<file path="src/rtl/sfifo_rd_stream.sv">
// sfifo_rd_stream: turns a registered-read FIFO port into a valid/ready stream through a 2-entry skid buffer; optional stall counter under SFIFO_RD_STREAM_STALL_CNT_EN
module sfifo_rd_stream #(
    parameter int WIDTH = 9
) (
    input  logic             clk,
    input  logic             rst_n,
    input  logic             fifo_empty,
    input  logic [WIDTH-1:0] fifo_data,
    output logic             fifo_rd_en,
    output logic             out_valid,
    input  logic             out_ready,
    output logic [WIDTH-1:0] out_data,
    output logic [1:0]       occupancy
`ifdef SFIFO_RD_STREAM_STALL_CNT_EN
    ,
    output logic [15:0]      stall_cnt
`endif
);
    logic [1:0]       occ;
    logic             inflight;
    logic             pop;
    logic [2:0]       level;
    logic [WIDTH-1:0] tail;
    assign pop        = out_valid && out_ready;
    assign level      = {1'b0, occ} + {2'b0, inflight} - {2'b0, pop};
    assign fifo_rd_en = rst_n && !fifo_empty && (level < 3'd2);
    assign occupancy  = occ;
    // buffer bookkeeping: out_data is the head slot, tail holds the second word
    always_ff @(posedge clk or negedge rst_n) begin
        if (!rst_n) begin
            occ       <= 2'd0;
            inflight  <= 1'b0;
            out_valid <= 1'b0;
            out_data  <= '0;
            tail      <= '0;
        end else begin
            occ       <= level[1:0];
            inflight  <= fifo_rd_en;
            out_valid <= level != 3'd0;
            if (inflight && (occ == 2'd0 || (occ == 2'd1 && pop)))
                out_data <= fifo_data;
            else if (pop && occ == 2'd2)
                out_data <= tail;
            if (inflight && ((occ == 2'd1 && !pop) || occ == 2'd2))
                tail <= fifo_data;
        end
    end
`ifdef SFIFO_RD_STREAM_STALL_CNT_EN
    // count cycles where the head is offered but refused, saturating
    always_ff @(posedge clk or negedge rst_n) begin
        if (!rst_n)
            stall_cnt <= 16'd0;
        else if (out_valid && !out_ready && stall_cnt != 16'hFFFF)
            stall_cnt <= stall_cnt + 16'd1;
    end
`endif
    // a word landing into a full buffer with no pop would be lost
    assert property (@(posedge clk) disable iff (!rst_n) !(inflight && occ == 2'd2 && !pop))
        else $error("sfifo_rd_stream: capture into full buffer");
endmodule

</file>
<file path="config.mk">
export PLATFORM = sky130hd
export DESIGN_NAME = sfifo_rd_stream
export DESIGN_NICKNAME = d
export VERILOG_FILES = /design/src/rtl/sfifo_rd_stream.sv
export SDC_FILE = /design/constraint.sdc
export NUM_CORES = 1
export LEC_CHECK = 0
export ABC_AREA = 0
export BUFFER_PORTS_ARGS = -buffer_cell sky130_fd_sc_hd__clkbuf_2
export CAP_MARGIN = 20
export CORE_AREA = 2 2 73 75
export CTS_BUF_LIST = sky130_fd_sc_hd__clkbuf_8
export CTS_CLUSTER_SIZE = 12
export DETAILED_ROUTE_END_ITERATION = 16
export DIE_AREA = 0 0 75 77
export GPL_TIMING_DRIVEN = 1
export PLACE_DENSITY_LB_ADDON = 0.2
export RECOVER_POWER = 100
export SLEW_MARGIN = 20
export SYNTH_ARGS = -nofsm -noshare
export SYNTH_HDL_FRONTEND = slang
export SYNTH_SLANG_ARGS = --single-unit
</file>
<file path="constraint.sdc">
create_clock -name clk -period 3.9 [get_ports clk]
set_input_delay 0 -clock clk [delete_from_list [all_inputs] [get_ports clk]]
set_output_delay 0 -clock clk [all_outputs]
set_load 0.02 [all_outputs]
</file>
==> results.toml <==
[worst_setup_path]
path_delay_family = "adder cells"
cp_data_required_time_ns = 3.90
cp_slowest_cell = "dfrtp_1"
end_kind = "output pin"
startpoint = "inflight"
worstReg2RegStart = "inflight"
slowest_delay_ns = 0.57
path_cells = "inv_1, ha_1, inv_1, ha_1, fa_1, nor4b_1, clkbuf_1"
worstSetupPathType = "reg2out"
critPathBufInv = 3
critical_path_peak_fanout = 11
cp.arrival_ns = 2.81
start_kind = "flop"

[timing]
fin_skew_ns = 0.00217
worst_pin_slew_ns = 1.27
slew_violations = 0
holdWs_ns = 0.389
finalCritPeriodShare = 0.721
hold_viol = 0
fmax_mhz = 356
grt_setup_unrepaired = "no"
maxSlewHeadroom = 0.156
tns_ns = 0
period_needed_ns = 2.81
setup_viol_count_final = 0

[clock_tree]
clk_pin_slew_ns = 0.08
cts_tree = "done"
clock_latency_ns = 0.26
htreeDepth = 1
clock-sinks = 22
clockBufferDepth = 2
cts_made_buffers = 3
clock-root-buffer = "clkbuf_8"

[worst_hold_path]
hp-start = "out_ready"
hold_class = "in2reg"

[pwr]
finalPower_mw = 0.987
leakage_nw = 0.514
power.density_nw_per_um2 = 654
peakVddDrop_mv = 0.539

[finish]
diodes = 0
fill_cells = 523
drive_gt1_frac = 0.237
fin_nets = 157
syn2layout_area_growth_pct = 23.4

[yosys]
netlist-cell-type-count = 24
yosys_warnings = 0
synth-seq-cells = 22
netlist_instances = 107
syn-num-nets = 123
syn_avg_cell_area_um2 = 11.4
synth_area_um2 = 1220
yosysSeqAreaShare = 0.450

[detailed_routing]
drt_wl_total_um = 2810
drtAntennaViolNets = 0
vias_per_cell = 4.64
first_pass_iters = 4
remaining_drc_errors = 0
route.vias.total = 969
post_drt_wl_per_cell_um = 13.4
drtIter0Drc = 31

[die]
die_w_um = 75
die_h_um = 77
initial_core_util = 0.246
io_pins = 26
die_area_um2 = 5780
num_rows = 26
core-area_um2 = 4980

[place]
dp_hpwl_um = 1870
gp_congestion = 0.688
port_buffers = 25

[global_route]
grt_use_total = 0.111
antenna_found_initial = 0
grt_pass1_vias = 993
overflow = 0
grt_pass1_wl_um = 4910
grt_max_degree = 24

[job]
cap_viol_max_count = 0

[status]
outcome = "finished clean"
-- routing by layer --
| layer | routed length (µm) | global-route usage | share of wire |
|---|---|---|---|
| met3 | 143 | 0.0315 | 0.051 |
| met1 | 1330 | 0.148 | 0.47 |
| met5 | 0 | 0 | 0 |
| met4 | 47 | 0.0321 | 0.017 |
| met2 | 1290 | 0.173 | 0.46 |
-- synth_stat cells --
cell type  count  area, µm²
a21bo_1        1       10.0
mux2_2        18        203
nand3_2        1       10.0
ha_1           2       25.0
buf_1          2       7.51
dfrtp_1       22        551
nor4b_1        1       8.76
o2bb2ai_1      1       8.76
nand2b_1       1       6.26
nand3_1        8       40.0
fa_1           1       20.0
or3_1         10       62.6
nand4b_4       1       23.8
and2_1         1       6.26
xnor2_1        1       8.76
o211a_1        1       10.0
a2bb2oi_1      8       70.1
nand2_1        9       33.8
buf_6          2       22.5
nor3_1         1       5.00
inv_1          3       11.3
inv_2          1       3.75
o211ai_1       8       60.1
buf_2          3       15.0
-- state kept, by name, summed over array words and instances, names as in the netlist --
register,flops
occupancy,2
inflight,1
out_data,9
out_valid,1
tail,9
-- cells by family (layout without fill, tap and decap cells) --
kind of cell / count (synthesis) / in the layout / synth area share
flip-flops: 22 / 22 / 0.450
multiplexers: 18 / 18 / 0.166
AND/OR/NAND/NOR: 33 / 33 / 0.161
buffers and inverters: 11 / 43 / 0.0491
AO/OA/AOI/OAI: 19 / 19 / 0.130
adder cells (fa/ha/maj): 3 / 3 / 0.0368
XOR/XNOR: 1 / 1 / 0.00717
-- report_power, final --
part | internal [mW] | total [mW] | switching (mW)
clock network | 0.0691 | 0.143 | 0.0735
registers | 0.296 | 0.381 | 0.0848
logic | 0.218 | 0.463 | 0.246
total | 0.583 | 0.987 | 0.404
-- metrics by stage --
stage / instances / setup WS (ns) / instance area (µm²) / utilization
2_1_floorplan: 107 / 1.24 / 1220 / -
3_3_place_gp: 195 / 1.57 / 1390 / 0.279
3_5_place_dp: 195 / 1.49 / 1390 / 0.279
4_1_cts: 209 / 1.19 / 1540 / 0.310
5_1_grt: 209 / 0.853 / 1510 / 0.303
6_report: 209 / 1.09 / 1510 / 0.303
-- tightest hold or removal path, stage by stage --
cell      delay, ns
clkbuf_2       0.10
and2_1         0.12
ha_1           0.22
inv_1          0.05
ha_1           0.13
-- area by class of cell --
cell class | instances | area [µm²] | area share
timing repair buffer | 36 | 218 | 0.144
tap | 70 | 87.6 | 0.0580
sequential | 22 | 551 | 0.365
multi-input combinational | 74 | 597 | 0.396
inverter | 4 | 15.0 | 0.00995
clock buffer | 3 | 41.3 | 0.0274
-- layout by cell type (no fill, tap or decap), drive strengths merged, types with 2 or more instances in the layout --
cell	n
clkbuf	28
a2bb2oi	8
or3	10
inv	4
ha	2
dlygate4sd3	11
mux2	18
nand2	9
dfrtp	22
o211ai	8
nand3	9
-- path summary, 6_finish.rpt --
check                          endpoint  slack [ns]  cells after the start
hold / removal             occupancy[0]        0.39                      5
setup / recovery             fifo_rd_en        1.09                      7
min in group asynchronous   out_data[0]        0.53                      2
hold reg to reg                 tail[2]        0.54                      2
max in group asynchronous   out_data[5]        2.62                      2
setup reg to reg              out_valid        1.49                      6
-- what timing repair did --
item,in CTS,in global routing
hold buffers,11,0
setup buffers,0,0
endpoints found under the hold margin,32,0
setup endpoints to repair,0,0
resized for setup,0,0
No activity file was read; power rests on OpenSTA's default activity.
